[config.mk]
export PLATFORM = sky130hd
export DESIGN_NAME = dijkstra_result_writer
export DESIGN_NICKNAME = d
export VERILOG_FILES = /design/src/rtl/dijkstra_result_writer_pkg.sv /design/src/rtl/dijkstra_result_writer.sv
export SDC_FILE = /design/constraint.sdc
export NUM_CORES = 1
export LEC_CHECK = 0
export BUFFER_PORTS_ARGS = -buffer_cell sky130_fd_sc_hd__clkbuf_2
export CORE_ASPECT_RATIO = 1.4
export CORE_UTILIZATION = 58
export CTS_CLUSTER_SIZE = 20
export DETAILED_ROUTE_END_ITERATION = 8
export GPL_TIMING_DRIVEN = 0
export PLACE_DENSITY = 0.85
export SYNTH_ARGS = -nofsm -noshare
export SYNTH_HDL_FRONTEND = slang
export SYNTH_SLANG_ARGS = --single-unit
export TNS_END_PERCENT = 100
[constraint.sdc]
create_clock -name clock -period 9.9 [get_ports clock]
set_clock_uncertainty 0.2 [all_clocks]
set_input_delay 0.99 -clock clock [delete_from_list [all_inputs] [get_ports clock]]
set_output_delay 0.99 -clock clock [all_outputs]
set_load 0.1 [all_outputs]
[src/rtl/dijkstra_result_writer_pkg.sv]
// Shared constants for the Dijkstra engine: default widths, sentinel values
// and the layout of the result region written back to memory.
package dijkstra_result_writer_pkg;

    // Default sizing of the engine's result vectors and memory port.
    localparam int DEFAULT_MAX_NODES   = 8;
    localparam int DEFAULT_INDEX_WIDTH = 4;
    localparam int DEFAULT_VALUE_WIDTH = 16;
    localparam int DEFAULT_MADDR_WIDTH = 16;
    localparam int DEFAULT_MDATA_WIDTH = 32;

    // Sentinels produced by the search core; written back verbatim.
    localparam logic [DEFAULT_INDEX_WIDTH-1:0] NO_PREVIOUS_NODE = '1;
    localparam logic [DEFAULT_VALUE_WIDTH-1:0] UNVISITED        = '1;

    // Number of words preceding the per-node entries in the result region.
    localparam int RESULT_HEADER_WORDS = 1;

endpackage

[src/rtl/dijkstra_result_writer.sv]
// Drains the search core's predecessor and distance vectors into memory:
// one header word holding the node count, then one packed word per node.
// Both vectors are snapshotted on start so the core may move on at once.
module dijkstra_result_writer
    import dijkstra_result_writer_pkg::*;
#(
    parameter int MAX_NODES   = DEFAULT_MAX_NODES,
    parameter int INDEX_WIDTH = DEFAULT_INDEX_WIDTH,
    parameter int VALUE_WIDTH = DEFAULT_VALUE_WIDTH,
    parameter int MADDR_WIDTH = DEFAULT_MADDR_WIDTH,
    parameter int MDATA_WIDTH = DEFAULT_MDATA_WIDTH
) (
    input  logic                             clock,
    input  logic                             reset,
    input  logic                             start,
    input  logic [INDEX_WIDTH-1:0]           number_of_nodes,
    input  logic [MADDR_WIDTH-1:0]           base_address,
    input  logic [MAX_NODES*INDEX_WIDTH-1:0] prev_vector_flat,
    input  logic [MAX_NODES*VALUE_WIDTH-1:0] distance_vector_flat,
    output logic                             busy,
    output logic                             done,
    output logic                             mem_write_enable,
    input  logic                             mem_write_ready,
    output logic [MADDR_WIDTH-1:0]           mem_addr,
    output logic [MDATA_WIDTH-1:0]           mem_write_data
);

    // An entry word must hold a predecessor and a distance side by side.
    if (INDEX_WIDTH + VALUE_WIDTH > MDATA_WIDTH) begin : g_width_check
        $error("dijkstra_result_writer: INDEX_WIDTH+VALUE_WIDTH exceeds MDATA_WIDTH");
    end

    typedef enum logic [1:0] {
        IDLE,
        HEADER,
        ENTRY,
        DONE
    } state_t;

    state_t state, state_next;

    // Snapshot of the job taken on the accepted start.
    logic [MAX_NODES*INDEX_WIDTH-1:0] prev_q;
    logic [MAX_NODES*VALUE_WIDTH-1:0] dist_q;
    logic [INDEX_WIDTH-1:0]           count_q;
    logic [MADDR_WIDTH-1:0]           base_q;

    // Entry counter and its next value.
    logic [INDEX_WIDTH-1:0] k_q, k_next;

    // Next values of the registered outputs.
    logic                   busy_next;
    logic                   done_next;
    logic                   enable_next;
    logic [MADDR_WIDTH-1:0] addr_next;
    logic [MDATA_WIDTH-1:0] data_next;

    logic                   start_accept;
    logic                   handshake;
    logic [INDEX_WIDTH-1:0] clamped_count;

    assign start_accept = (state == IDLE) && start;
    assign handshake    = mem_write_enable && mem_write_ready;

    // Limit the requested node count to the capacity of the result vectors.
    always_comb begin
        // NOTE: every signal driven from always_comb gets a default first so no path infers a latch.
        clamped_count = number_of_nodes;
        if (32'(number_of_nodes) > 32'(MAX_NODES)) begin
            clamped_count = INDEX_WIDTH'(MAX_NODES);
        end
    end

    // Next state, entry counter and next output values; outputs hold unless a handshake or start moves them.
    always_comb begin
        state_next  = state;
        k_next      = k_q;
        busy_next   = busy;
        done_next   = 1'b0;
        enable_next = mem_write_enable;
        addr_next   = mem_addr;
        data_next   = mem_write_data;

        case (state)
            IDLE: begin
                if (start) begin
                    state_next  = HEADER;
                    k_next      = '0;
                    busy_next   = 1'b1;
                    enable_next = 1'b1;
                    addr_next   = base_address;
                    data_next   = MDATA_WIDTH'(clamped_count);
                end
            end

            HEADER: begin
                if (handshake) begin
                    if (count_q == '0) begin
                        state_next  = DONE;
                        busy_next   = 1'b0;
                        done_next   = 1'b1;
                        enable_next = 1'b0;
                        addr_next   = '0;
                        data_next   = '0;
                    end else begin
                        state_next = ENTRY;
                        k_next     = '0;
                        addr_next  = base_q + MADDR_WIDTH'(RESULT_HEADER_WORDS);
                        data_next  = MDATA_WIDTH'({dist_q[0 +: VALUE_WIDTH],
                                                   prev_q[0 +: INDEX_WIDTH]});
                    end
                end
            end

            ENTRY: begin
                if (handshake) begin
                    if (k_q == count_q - INDEX_WIDTH'(1)) begin
                        state_next  = DONE;
                        busy_next   = 1'b0;
                        done_next   = 1'b1;
                        enable_next = 1'b0;
                        addr_next   = '0;
                        data_next   = '0;
                    end else begin
                        k_next    = k_q + INDEX_WIDTH'(1);
                        addr_next = base_q + MADDR_WIDTH'(RESULT_HEADER_WORDS)
                                  + MADDR_WIDTH'(k_next);
                        data_next = MDATA_WIDTH'({dist_q[k_next*VALUE_WIDTH +: VALUE_WIDTH],
                                                  prev_q[k_next*INDEX_WIDTH +: INDEX_WIDTH]});
                    end
                end
            end

            DONE: begin
                state_next = IDLE;
            end

            default: begin
                state_next  = IDLE;
                busy_next   = 1'b0;
                enable_next = 1'b0;
                addr_next   = '0;
                data_next   = '0;
            end
        endcase
    end

    // State, counter and registered outputs, with synchronous reset.
    always_ff @(posedge clock) begin
        // NOTE: sequential state uses non-blocking assignments so every register samples pre-edge values.
        if (reset) begin
            state            <= IDLE;
            k_q              <= '0;
            count_q          <= '0;
            base_q           <= '0;
            busy             <= 1'b0;
            done             <= 1'b0;
            mem_write_enable <= 1'b0;
            mem_addr         <= '0;
            mem_write_data   <= '0;
        end else begin
            state            <= state_next;
            k_q              <= k_next;
            busy             <= busy_next;
            done             <= done_next;
            mem_write_enable <= enable_next;
            mem_addr         <= addr_next;
            mem_write_data   <= data_next;
            if (start_accept) begin
                count_q <= clamped_count;
                base_q  <= base_address;
            end
        end
    end

    // Capture both result vectors when a dump is accepted.
    always_ff @(posedge clock) begin
        // NOTE: the vector snapshot has no reset; it is always overwritten on start before any entry is read.
        if (start_accept) begin
            prev_q <= prev_vector_flat;
            dist_q <= distance_vector_flat;
        end
    end

endmodule

# Yosys cells after proc, flatten, opt, wreduce, memory -nomap -nowiden
# Cells that the tools add are included.
[word_totals]
reg_bits = 236
input_bits = 184
out_inout_bits = 51
wordCells = 73
[op_classes]
addsub = 4
magnitude_cmp = 1
n_eq_ne = 11
n_shift = 2
n_mux = 36
reduce_logical = 9
[op_table]
columns = ["operator", "count"]
rows = [
  ["variable part select 128 x 9 -> 16 bit", 1],
  ["2-to-1 mux 32 bit", 3],
  ["case mux 32 bit (3 select lines)", 1],
  ["2-to-1 mux 16 bit", 5],
  ["case mux 16 bit (3 select lines)", 1],
  ["2-to-1 mux 20 bit", 2],
  ["variable part select 32 x 7 -> 4 bit", 1],
  ["2-to-1 mux 4 bit", 6],
  ["adder 16 x 1 -> 16 bit, second input constant", 1],
  ["adder 16 x 4 -> 16 bit", 1],
  ["inequality test 2 bit, second input constant", 7],
  ["case mux 4 bit (3 select lines)", 1],
  ["AND reduction 6 bit", 2],
  ["2-to-1 mux 1 bit", 10],
  ["2-to-1 mux 2 bit", 4],
  ["case mux 2 bit (4 select lines)", 1],
  ["AND reduction 4 bit", 2],
  ["adder 4 x 1 -> 4 bit, second input constant", 1],
  ["equality test 2 bit, second input constant", 2],
  ["equality test 4 bit", 1],
  ["greater-than comparator 4 bit, second input constant", 1],
  ["logical NOT 4 bit", 1],
  ["subtractor 4 x 1 -> 4 bit, second input constant", 1],
  ["case mux 1 bit (3 select lines)", 1],
  ["other kinds (5)", 6],
]

# Depth between registers and ports, before layout
# Gate-level depths: netlist of the first run.
[depth]
ltp_word = 5
mapped_depth = 12
ltp_nobuf = 10

# Least setup slack after synthesis of the first run
# OpenSTA, ideal clock, no wires.
[synth_timing]
path_kind = "in2reg"
from = "input port start"
to = "register dist_q[0], enable pin"
setup_ns = 0.588
arrival_time_ns = 5.662
required_ns = 9.112
path_slack_ns = 3.450
stages = 3
path_buffers = 1
cell_sequence = "nand2_1 > inv_1 > clkbuf_1"
[synth_between]
elab_chain_len = 1
[synth_rtl]
columns = ["element", "line_no", "text"]
rows = [
  ["from (decl)", "dijkstra_result_writer.sv:15", "input logic start,"],
  ["logical AND 1 bit", "dijkstra_result_writer.sv:62", "assign start_accept = (state == IDLE) && start;"],
  ["via start_accept", "dijkstra_result_writer.sv:58", "logic start_accept;"],
  ["to (signal assigned)", "dijkstra_result_writer.sv:181", "dist_q <= distance_vector_flat;"],
  ["to (decl)", "dijkstra_result_writer.sv:44", "logic [MAX_NODES*VALUE_WIDTH-1:0] dist_q;"],
]
# The timed path passes the listed nets, and every way through them passes these cells.
# A chain may end at the register's enable or synchronous reset.

# Worst setup path after layout of the first run
[layout_timing]
from = "register k_q[1]"
to = "register mem_addr[12]"
[layout_between]
elab_chain_len = 5
elab_cells_between_ends = 6
classes_between = "add/sub (2); eq/ne (1); mux (3)"
[layout_rtl]
columns = ["element", "line_no", "text"]
rows = [
  ["from (decl)", "dijkstra_result_writer.sv:49", "logic [INDEX_WIDTH-1:0] k_q, k_next;"],
  ["from (signal assigned)", "dijkstra_result_writer.sv:163", "k_q <= k_next;"],
  ["adder 4 x 1 -> 4 bit", "dijkstra_result_writer.sv:125", "k_next = k_q + INDEX_WIDTH'(1);"],
  ["adder 16 x 4 -> 16 bit", "dijkstra_result_writer.sv:127", "+ MADDR_WIDTH'(k_next);"],
  ["2-to-1 mux 16 bit *", "dijkstra_result_writer.sv:117", "if (k_q == count_q - INDEX_WIDTH'(1)) begin"],
  ["2-to-1 mux 16 bit *", "dijkstra_result_writer.sv:116", "if (handshake) begin"],
  ["case mux 16 bit (3 select lines) *", "dijkstra_result_writer.sv:84", "case (state)"],
  ["to (signal assigned)", "dijkstra_result_writer.sv:167", "mem_addr <= addr_next;"],
  ["to (decl)", "dijkstra_result_writer.sv:24", "output logic [MADDR_WIDTH-1:0] mem_addr,"],
]
# Mark *: on every way between the ends. The rest lies on a longest branch, timed or not. The select of a mux whose other input is x is not followed.

==> out/summary.txt, run 1 <==
clock tree from TritonCTS: built
sequential fraction of the synthesis area: 0.603
violation count after the first detailed-route iteration: 523
worst slew pin tran: 0.837 ns
Worst Path Arrival: 4.17 ns
number of antenna violations at the first check in global routing: 0
detailed-route wire length per cell: 20.6 µm
fraction of registers with async set/reset: 0
Core Box Area: 16900 µm²
instance count after placement with tap cells included: 1237
I/O pins: 235
maximum number of pins on one net before global-route repair: 66
number of hold violations in the final report: 0
element type at the critical path start: flop
first-pass iteration count of the detailed router: 5
type of the worst setup path: reg2reg
total of endpoints with negative setup slack in the final report: 0
maximum clock rate: 0.254 GHz
number of unique standard cell types used by synthesis: 76
number of flops mapped to enable cells by yosys: 160
die width: 113 µm
fraction of final layout cells with drive strength greater than 1: 0.331
worst slack on hold paths: 0.254 ns
GRT Overall Usage: 0.298
Worst VDD drop: 0.220 mV
post-synthesis cell area: 10100 µm²
diode count: 0
floorplan die area: 17900 µm²
routed via count divided by cell count: 5.82
post-detailed-placement half-perimeter wirelength: 19800 µm
gpl congestion: 0.950
accumulated negative setup slack: 0 ns
most numerous cell in the Yosys netlist: edfxtp_1
die height: 158 µm
fraction of synthesized cell area taken by the top area cell type: 0.476
Row Count: 56
cells after synthesis: 770
total routed wirelength: 26400 µm
initial cell density of the core: 0.597
source-to-sink clock delay at the later pin of the worst-skew pair: 0.50 ns
final layout net count: 1227
number of H-tree levels: 1
element type at the critical path end: flop
commonest cells in the netlist: edfxtp_1, nand2_1, dfxtp_1
dominant register cell in the synthesized netlist: edfxtp_1
count of final max-slew check failures: 0
filler cell count in the final layout: 1147
hold path start: mem_addr[3]
dominant cells by area after synthesis: edfxtp_1, dfxtp_1, mux4_2
startpoint of the worst setup timing path: k_q[1]
startpoint of the most critical register-to-register path: k_q[1]
IO buf count: 222
leakage power: 4.71 nW
maximum buffer depth of the clock tree: 3
global-route wire length before repair: 39700 µm
number of buffers inserted to repair setup after CTS: 0
number of hold-repair buffers added at the cts stage: 0
average footprint of a synthesized cell: 13.1 µm²
count of synthesis-stage warnings from yosys: 0
worst min-delay path class: reg2reg
final antenna-violating net count: 0
count of state elements after synthesis: 224
cell taking the most area after synthesis: edfxtp_1
CP Data Required Time: 10.13 ns
result of the run: completed
final setup margin: 5.96 ns
number of sinks driven by the clock tree: 224
PD cells: 282 nW/µm²
P&R area growth vs syn: 22.8%
maximum net fanout on the critical path: 10
post-route fraction of the period consumed by the critical path: 0.398
sum of overflow across all layers after global routing: 0
count of vias placed by the detailed router: 7426
# DRC: 0
total cell area at the placement stage: 11600 µm²
Max Cap Viol: 0
Post-Layout Cell Count: 1277
Inserted Clock Buffers: 22
Clock Tree Root: clkbuf_16
RSZ-0062 raised after global routing: false
clock input transition at the sequential cells of the worst setup and hold paths: 0.07 ns
post-route cell area: 12400 µm²
vias in the first global route: 7705
remaining max-slew budget at the tightest pin: 0.435
final worst path period need: 3.94 ns
post_cts resized: 0
post-place setup slack: 6.02 ns
## sequential cells by signal, indices dropped and copies added (netlist names)
signal,count
done,1
k_q,4
count_q,4
base_q,16
prev_q,32
mem_addr,16
state,2
mem_write_enable,1
mem_write_data,20
dist_q,128
## path summary, 6_finish.rpt
check                                    end  slack (ns)  cells after the start
worst min register to register   mem_addr[3]        0.25                      2
worst max-delay path            mem_addr[12]        5.96                     11
worst max register to register  mem_addr[12]        5.96                     11
worst min-delay path             mem_addr[3]        0.25                      2
## cells in the final DEF, fill, tap and decap left out, types with 4 or more instances in the layout
master / instances
and3_1: 4
nand2_1: 84
o211ai_1: 8
nand4_1: 7
clkbuf_2: 223
a22oi_1: 19
dfxtp_1: 64
o31ai_1: 5
inv_1: 16
o21ai_0: 35
conb_1: 12
mux4_2: 40
nand3b_1: 6
xnor2_1: 12
clkbuf_1: 39
nor2_1: 36
ha_1: 13
nor2b_1: 7
o41ai_1: 5
nor3_1: 13
nand3_1: 10
buf_4: 13
o221ai_1: 4
buf_2: 12
o21a_1: 6
mux2i_1: 24
clkbuf_16: 23
nor4_1: 4
xor2_1: 9
edfxtp_1: 160
or3_1: 4
bufinv_16: 5
nand2b_1: 4
a21oi_1: 45
## metal layers
layer	part of all wire	global-route usage	vias to the layer above
met1	0.35	0.302	3565
met5	0	0	-
li1	-	-	3430
met3	0.055	0.0551	102
met4	0.061	0.185	0
met2	0.54	0.559	329
## critical path: stages, from the launching register on
cell and delay, ns:
dfxtp_1 0.35, ha_1 0.33, clkbuf_1 0.26, clkbuf_1 0.57
inv_1 0.16, fa_1 0.47, and2b_2 0.24, o21a_1 0.17
o221ai_1 0.21, nor4b_1 0.56, a32oi_1 0.18, a21oi_1 0.17
## where the power goes
| part | total [mW] | switching [mW] | internal, mW |
|---|---|---|---|
| registers | 1.35 | 0.0851 | 1.26 |
| clock network | 0.912 | 0.346 | 0.566 |
| logic | 1.23 | 0.868 | 0.362 |
## layout make-up
cell class,instances,area [µm²],area share
plain buffers,66,334,0.0270
clock buffers,29,608,0.0491
clock inverters,11,189,0.0153
inverters,16,60.1,0.00485
multi-input cells,475,3650,0.295
flip-flops and latches,224,6090,0.491
well taps,232,290,0.0234
repair buffers,224,1170,0.0942
## metrics by stage
step	total power, mW	util
after detailed placement	2.58	0.686
after global routing	3.63	0.733
after floorplan	2.27	-
after global placement	2.58	0.683
final	3.49	0.733
after CTS	3.49	0.733
## cells by family after synthesis
group,count (synthesis),share of synthesized area
AO/OA/AOI/OAI,161,0.106
multiplexers,64,0.113
adder cells (fa/ha/maj),14,0.0181
other,1,0.000372
AND/OR/NAND/NOR,202,0.100
XOR/XNOR,22,0.0198
buffers and inverters,82,0.0387
flip-flops,224,0.603
(Power assumes the default switching activity.)
==> run 2: changes to the inputs <==
--- a/config.mk
+++ b/config.mk
@@ -5,13 +5,14 @@
 export SDC_FILE = /design/constraint.sdc
 export NUM_CORES = 1
 export LEC_CHECK = 0
+export ABC_AREA = 1
 export BUFFER_PORTS_ARGS = -buffer_cell sky130_fd_sc_hd__clkbuf_2
 export CORE_ASPECT_RATIO = 1.4
-export CORE_UTILIZATION = 58
+export CORE_UTILIZATION = 49
 export CTS_CLUSTER_SIZE = 20
 export DETAILED_ROUTE_END_ITERATION = 8
 export GPL_TIMING_DRIVEN = 0
-export PLACE_DENSITY = 0.85
+export PLACE_DENSITY = 0.76
 export SYNTH_ARGS = -nofsm -noshare
 export SYNTH_HDL_FRONTEND = slang
 export SYNTH_SLANG_ARGS = --single-unit
==> constraint.sdc (replaced) <==
create_clock -name clock -period 3.5 [get_ports clock]
set_clock_uncertainty 0.2 [all_clocks]
set_input_delay 0.35 -clock clock [delete_from_list [all_inputs] [get_ports clock]]
set_output_delay 0.35 -clock clock [all_outputs]
set_load 0.1 [all_outputs]
==> run 2 against run 1 <==
Die area grew 20%. Sequential cell count is the same. Design area grew 16%. Clock power grew to 2.8 times the previous value. Final cell count grew 42%. Hold slack lost 0.24 ns. Critical endpoint is now mem_addr[6]. Synthesized area grew 1.5%. Non-clock buffer count grew 186.
==> out/summary.txt, run 2 <==
cell taking the most area after synthesis: edfxtp_1 (unchanged)
Clock Tree Root: clkbuf_16 (unchanged)
leakage power: 5.87 nW (was 4.71 nW)
number of antenna violations at the first check in global routing: 2 (was 0)
final layout net count: 1735 (was 1227)
most common cell after layout, fill and taps aside: clkbuf_2 (unchanged)
Core Box Area: 20500 µm² (was 16900 µm²)
fraction of synthesized cell area taken by the top area cell type: 0.469 (was 0.476)
Worst VDD drop: 0.650 mV (was 0.220 mV)
Worst Reg-to-Reg Cells: 17 (was 11)
slowest stage cell, crit path: dfxtp_1 (was clkbuf_1)
worst hold path depth: 3 (was 2)
end of the worst register-to-register path: mem_addr[6] (was mem_addr[12])
number of flip-flops in the largest register: 128 (unchanged)
Inserted Clock Buffers: 23 (was 22)
Critical Path, Cell by Cell: buf_4 -> nand3_1 -> xor2_2 -> buf_4 -> inv_1 -> ha_1 -> nand2_1 -> nor2_1 -> nor2_1 -> nor2_1 -> inv_1 -> nor2_1 -> or2_2 -> nand3_1 -> nand3_1 -> o21ai_0 -> a21oi_1 (was ha_1 -> clkbuf_1 -> clkbuf_1 -> inv_1 -> fa_1 -> and2b_2 -> o21a_1 -> o221ai_1 -> nor4b_1 -> a32oi_1 -> a21oi_1)
accumulated negative setup slack: 0 ns (unchanged)
commonest cells in the netlist: nand2_1, edfxtp_1, o21ai_0 (was edfxtp_1, nand2_1, dfxtp_1)
count of final max-slew check failures: 0 (unchanged)
Row Count: 62 (was 56)
post-route fraction of the period consumed by the critical path: 0.903 (was 0.398)
fraction of final layout cells with drive strength greater than 1: 0.199 (was 0.331)
worst slew pin tran: 0.706 ns (was 0.837 ns)
P&R area growth vs syn: 40.2% (was 22.8%)
initial cell density of the core: 0.500 (was 0.597)
cells after synthesis: 1098 (was 770)
worst min-delay path class: in2reg (was reg2reg)
total of endpoints with negative setup slack in the final report: 0 (unchanged)
register containing the most flip-flops in the final layout: dist_q (unchanged)
clock input transition at the sequential cells of the worst setup and hold paths: 0.06 ns (was 0.07 ns)
die width: 124 µm (was 113 µm)
number of flops mapped to enable cells by yosys: 160 (unchanged)
maximum number of pins on one net before global-route repair: 115 (was 66)
first-pass iteration count of the detailed router: 5 (unchanged)
dominant register cell in the synthesized netlist: edfxtp_1 (unchanged)
type of the worst setup path: reg2reg (unchanged)
CP Data Required Time: 3.74 ns (was 10.13 ns)
sequential fraction of the synthesis area: 0.594 (was 0.603)
maximum clock rate: 0.316 GHz (was 0.254 GHz)
average footprint of a synthesized cell: 9.33 µm² (was 13.1 µm²)
startpoint of the most critical register-to-register path: k_q[0] (was k_q[1])
count of synthesis-stage warnings from yosys: 0 (unchanged)
count of state elements after synthesis: 224 (unchanged)
post-detailed-placement half-perimeter wirelength: 21200 µm (was 19800 µm)
dominant cells by area after synthesis: edfxtp_1, dfxtp_1, o21ai_0 (was edfxtp_1, dfxtp_1, mux4_2)
total routed wirelength: 35200 µm (was 26400 µm)
routed via count divided by cell count: 5.60 (was 5.82)
filler cell count in the final layout: 1503 (was 1147)
Critical path buffers and inverters: 4 (was 3)
kind of cell adding the most delay to the critical path: simple AND/OR/NAND/NOR gates (was buffers and inverters)
commonest cells after routing, fill and taps aside: clkbuf_2, dlygate4sd3_1, nand2_1 (was clkbuf_2, edfxtp_1, nand2_1)
violation count after the first detailed-route iteration: 908 (was 523)
gpl congestion: 0.917 (was 0.950)
number of H-tree levels: 1 (unchanged)
final worst path period need: 3.16 ns (was 3.94 ns)
element type at the critical path start: flop (unchanged)
final setup margin: 0.340 ns (was 5.96 ns)
# DRC: 0 (unchanged)
PD cells: 732 nW/µm² (was 282 nW/µm²)
number of sinks driven by the clock tree: 224 (unchanged)
count of vias placed by the detailed router: 10200 (was 7426)
highest cell delay on the worst timing path: 0.40 ns (was 0.57 ns)
result of the run: completed (unchanged)
number of unique standard cell types used by synthesis: 38 (was 76)
source-to-sink clock delay at the later pin of the worst-skew pair: 0.52 ns (was 0.50 ns)
die height: 173 µm (was 158 µm)
clock tree from TritonCTS: built (unchanged)
cell repeated most along the worst path: nor2_1 (was clkbuf_1)
fraction of registers with async set/reset: 0 (unchanged)
setup slack of the worst register-to-register path: 0.34 ns (was 5.96 ns)
maximum net fanout on the critical path: 10 (unchanged)
most numerous cell in the Yosys netlist: nand2_1 (was edfxtp_1)
Worst Path Arrival: 3.40 ns (was 4.17 ns)
Max Cap Viol: 0 (unchanged)
number of hold violations in the final report: 0 (unchanged)
vias in the first global route: 10300 (was 7705)
floorplan die area: 21500 µm² (was 17900 µm²)
biggest registers after layout: dist_q x128, prev_q x32, mem_write_data x20 (unchanged)
Hold Crit Endpoint: done (was mem_addr[3])
global-route wire length before repair: 53100 µm (was 39700 µm)
IO buf count: 222 (unchanged)
sum of overflow across all layers after global routing: 0 (unchanged)
post-place setup slack: 0.0274 ns (was 6.02 ns)
I/O pins: 235 (unchanged)
GRT Overall Usage: 0.328 (was 0.298)
final antenna-violating net count: 0 (unchanged)
worst slack on hold paths: 0.0186 ns (was 0.254 ns)
maximum buffer depth of the clock tree: 3 (unchanged)
post-synthesis cell area: 10200 µm² (was 10100 µm²)
hold path start: mem_write_ready (was mem_addr[3])
detailed-route wire length per cell: 19.4 µm (was 20.6 µm)
remaining max-slew budget at the tightest pin: 0.529 (was 0.435)
element type at the critical path end: flop (unchanged)
## run 2: cell types whose count changed in the layout (fill, tap and decap cells not counted), moves of 40 or more
cell           previous run  this run
mux4_2                   40         0
inv_1                    16        72
a21oi_1                  45        85
nand2_1                  84       176
nor2_1                   36       144
dlygate4sd3_1             0       179
o21ai_0                  35       156
## run 2: power breakdown
part | switching, mW | total (mW) | internal (mW)
Clock | 1.06 | 2.56 | 1.49
Combinational | 3.00 | 4.11 | 1.11
Sequential | 0.272 | 3.84 | 3.57
## run 2: timing repair
item / CTS / global route
endpoints found under the setup margin: 2 / 6
hold buffers: 179 / 0
gates resized for setup: 1 / 7
setup buffers: 0 / 5
hold endpoints to repair: 183 / 0
## run 2: kinds of logic after synthesis
logic type	synth area share
and+or+nand+nor	0.160
other	0.000366
buffers and inverters	0.0604
DFF	0.594
xor gates and xnor gates	0.0103
AOI/OAI and AO/OA	0.157
adders and majority gates	0.0178
## run 2: final cells by class
cell class / count / area (µm²) / area share
sequential: 224 / 6090 / 0.424
multi-input combinational: 736 / 3580 / 0.250
timing repair buffer: 407 / 2970 / 0.207
clock buffer: 24 / 579 / 0.0404
buffer: 69 / 334 / 0.0233
tap: 256 / 320 / 0.0223
inverter: 76 / 289 / 0.0201
clock inverter: 17 / 185 / 0.0129
antenna: 3 / 7.51 / 0.000523
## run 2: worst max-delay path by stage
| stage | startpoint | endpoint | slack, ns | cells after the start |
|---|---|---|---|---|
| finish | k_q[0] | mem_addr[6] | 0.34 | 17 |
| global route | k_q[0] | mem_addr[12] | -0.02 | 18 |
| CTS | k_q[1] | mem_addr[6] | 0.005 | 15 |
| detailed placement | k_q[0] | mem_addr[6] | 0.03 | 17 |
| global placement | k_q[0] | mem_addr[6] | 0.11 | 17 |
| floorplan | k_q[0] | mem_addr[12] | 0.72 | 15 |
## run 2: per-layer routing
metal,vias to the layer above,share of wire,track usage
li1,4629,-,-
met2,652,0.52,0.587
met5,-,0,0
met3,150,0.084,0.0551
met4,0,0.059,0.180
met1,4722,0.33,0.359
## run 2: through the flow
step	std cells	instance area [µm²]	util	power [mW]
floorplan	1109	10300	-	6.53
global placement	1587	11700	0.572	7.52
detailed placement	1588	11800	0.574	7.60
CTS	1808	14300	0.699	10.2
global route	1811	14400	0.701	11.0
finish	1812	14400	0.701	10.5
## run 2: tightest hold or removal path, stage by stage
cell	delay (ns)
clkbuf_2	0.08
nand2_1	0.12
a2111oi_0	0.11
==> run 3: changes to the inputs <==
--- a/config.mk
+++ b/config.mk
@@ -12,6 +12,7 @@
 export CTS_CLUSTER_SIZE = 20
 export DETAILED_ROUTE_END_ITERATION = 8
 export GPL_TIMING_DRIVEN = 0
+export MAX_ROUTING_LAYER = met4
 export PLACE_DENSITY = 0.76
 export SYNTH_ARGS = -nofsm -noshare
 export SYNTH_HDL_FRONTEND = slang
==> run 3 against run 2 <==
Non-clock buffer count is 1 lower. Wire length is 3.6% lower. Core utilization is 0.061 points higher. Sequential power hardly changed. Hold slack better by 0.0028 ns. Clock power hardly changed.
==> out/summary.txt, run 3 (synthesized netlist as in run 2, its figures left out) <==
most common cell after layout, fill and taps aside: clkbuf_2 (unchanged)
maximum buffer depth of the clock tree: 3 (unchanged)
slowest stage cell, crit path: dfxtp_1 (unchanged)
P&R area growth vs syn: 40.3% (was 40.2%)
IO buf count: 222 (unchanged)
number of flip-flops in the largest register: 128 (unchanged)
Max Cap Viol: 0 (unchanged)
leakage power: 5.87 nW (about the same)
highest signal layer in the routed design: met4 (unchanged)
routed via count divided by cell count: 5.53 (was 5.60)
GRT Overall Usage: 0.329 (was 0.328)
worst slew pin tran: 0.702 ns (was 0.706 ns)
sum of overflow across all layers after global routing: 0 (unchanged)
biggest registers after layout: dist_q x128, prev_q x32, mem_write_data x20 (unchanged)
I/O pins: 235 (unchanged)
count of vias placed by the detailed router: 9997 (was 10200)
Row Count: 62 (unchanged)
Worst Path Arrival: 3.38 ns (was 3.40 ns)
setup slack of the worst register-to-register path: 0.29 ns (was 0.34 ns)
PD cells: 732 nW/µm² (about the same)
post-route fraction of the period consumed by the critical path: 0.918 (was 0.903)
initial cell density of the core: 0.500 (unchanged)
Worst VDD drop: 0.510 mV (was 0.650 mV)
register containing the most flip-flops in the final layout: dist_q (unchanged)
highest cell delay on the worst timing path: 0.39 ns (was 0.40 ns)
die height: 173 µm (unchanged)
combined flip-flop and latch cell area: 6090 µm² (unchanged)
Clock Tree Root: clkbuf_16 (unchanged)
worst slack on hold paths: 0.0214 ns (was 0.0186 ns)
final layout net count: 1734 (was 1735)
Core Box Area: 20500 µm² (unchanged)
number of sinks driven by the clock tree: 224 (unchanged)
gpl congestion: 0.925 (was 0.917)
commonest cells after routing, fill and taps aside: clkbuf_2, dlygate4sd3_1, nand2_1 (unchanged)
total of endpoints with negative setup slack in the final report: 0 (unchanged)
total routed wirelength: 34000 µm (was 35200 µm)
fraction of final layout cells with drive strength greater than 1: 0.199 (about the same)
Critical Path, Cell by Cell: clkbuf_4 -> nand3_1 -> xor2_2 -> clkbuf_4 -> inv_1 -> ha_1 -> nand2_1 -> nor2_1 -> nor2_1 -> nor2_1 -> nand3_2 -> nor2_2 -> nand3_1 -> nand3_1 -> nand3_1 -> nand2_1 -> a21oi_1 (was buf_4 -> nand3_1 -> xor2_2 -> buf_4 -> inv_1 -> ha_1 -> nand2_1 -> nor2_1 -> nor2_1 -> nor2_1 -> inv_1 -> nor2_1 -> or2_2 -> nand3_1 -> nand3_1 -> o21ai_0 -> a21oi_1)
post-detailed-placement half-perimeter wirelength: 21300 µm (was 21200 µm)
result of the run: completed (unchanged)
cell repeated most along the worst path: nand3_1 (was nor2_1)
vias in the first global route: 10100 (was 10300)
routed length on met2: 17800 µm (was 18400 µm)
first-pass iteration count of the detailed router: 7 (was 5)
Inserted Clock Buffers: 23 (unchanged)
final antenna-violating net count: 0 (unchanged)
worst min-delay path class: in2reg (unchanged)
capturing element of the worst setup path: mem_addr[12] (was mem_addr[6])
clock tree from TritonCTS: built (unchanged)
routed length on met1: 11800 µm (about the same)
startpoint of the most critical register-to-register path: k_q[0] (unchanged)
detailed-route wire length per cell: 18.8 µm (was 19.4 µm)
violation count after the first detailed-route iteration: 999 (was 908)
element type at the critical path start: flop (unchanged)
accumulated negative setup slack: 0 ns (unchanged)
number of hold violations in the final report: 0 (unchanged)
source-to-sink clock delay at the later pin of the worst-skew pair: 0.52 ns (about the same)
remaining max-slew budget at the tightest pin: 0.520 (was 0.529)
end of the worst register-to-register path: mem_addr[12] (was mem_addr[6])
floorplan die area: 21500 µm² (unchanged)
maximum clock rate: 0.311 GHz (was 0.316 GHz)
filler cell count in the final layout: 1501 (was 1503)
wire length on met3: 2640 µm (was 2970 µm)
type of the worst setup path: reg2reg (unchanged)
CP Data Required Time: 3.66 ns (was 3.74 ns)
# DRC: 0 (unchanged)
multi-input combinational cell area: 3590 µm² (was 3580 µm²)
maximum number of pins on one net before global-route repair: 129 (was 115)
Worst Reg-to-Reg Cells: 17 (unchanged)
global-route wire length before repair: 51900 µm (was 53100 µm)
final worst path period need: 3.21 ns (was 3.16 ns)
startpoint of the worst setup timing path: k_q[0] (unchanged)
number of antenna violations at the first check in global routing: 1 (was 2)
number of H-tree levels: 1 (unchanged)
RSZ-0062 raised after global routing: false
die width: 124 µm (unchanged)
count of final max-slew check failures: 0 (unchanged)
clock input transition at the sequential cells of the worst setup and hold paths: 0.07 ns (was 0.06 ns)
maximum net fanout on the critical path: 10 (unchanged)
element type at the critical path end: flop (unchanged)
run 3: how the worst min path moves through the flow:
stage,startpoint,to,slack [ns],depth (start not counted)
2_1_floorplan,base_q[15],base_q[15],0.24,2
5_1_grt,number_of_nodes[3],count_q[3],0.02,3
3_5_place_dp,mem_write_data[13],mem_write_data[13],0.25,2
6_report,number_of_nodes[3],count_q[3],0.02,3
4_1_cts,number_of_nodes[3],count_q[3],0.004,3
3_3_place_gp,mem_addr[7],mem_addr[7],0.25,2
run 3: report_power, final:
group / switching, mW / total (mW) / internal (mW)
clock network: 1.08 / 2.59 / 1.51
logic: 2.97 / 4.08 / 1.11
registers: 0.274 / 3.84 / 3.57
run 3: critical path: cells and delay by family (launching register included):
family / cells / cell delay [ns]
AO/OA/AOI/OAI: 1 / 0.07
buffers and inverters: 3 / 0.58
flip-flops: 1 / 0.39
adder cells (fa/ha/maj): 1 / 0.35
AND/OR/NAND/NOR: 11 / 1.22
XOR/XNOR: 1 / 0.23
run 3: repair_timing:
| action | in CTS | in global routing |
|---|---|---|
| setup endpoints to repair | 0 | 10 |
| setup buffers | 0 | 4 |
| hold buffers | 179 | 0 |
| gates resized for setup | 0 | 8 |
| hold endpoints to repair | 183 | 0 |
run 3: stage by stage:
step / instances / utilization / cell area (µm²) / power [mW] / setup slack [ns]
after CTS: 1808 / 0.699 / 14300 / 10.3 / 0.00325
after detailed placement: 1588 / 0.574 / 11800 / 7.61 / 0.0358
after floorplan: 1109 / - / 10300 / 6.53 / 0.721
after global placement: 1587 / 0.572 / 11700 / 7.53 / 0.0964
final: 1809 / 0.701 / 14400 / 10.5 / 0.286
after global routing: 1809 / 0.701 / 14400 / 11.0 / 0.0359
run 3: metal layers:
| layer | vias to the layer above | global-route usage |
|---|---|---|
| met5 | - | - |
| met4 | 0 | 0.162 |
| met3 | 139 | 0.0452 |
| met2 | 602 | 0.572 |
| met1 | 4629 | 0.360 |
| li1 | 4627 | - |
run 3: area by class of cell:
type,instances,share of cell area
well taps,256,0.0223
clock buffers,27,0.0411
diodes,1,0.000174
flip-flops and latches,224,0.424
repair buffers,406,0.206
inverters,76,0.0201
multi-input cells,736,0.250
clock inverters,14,0.0132
plain buffers,69,0.0233
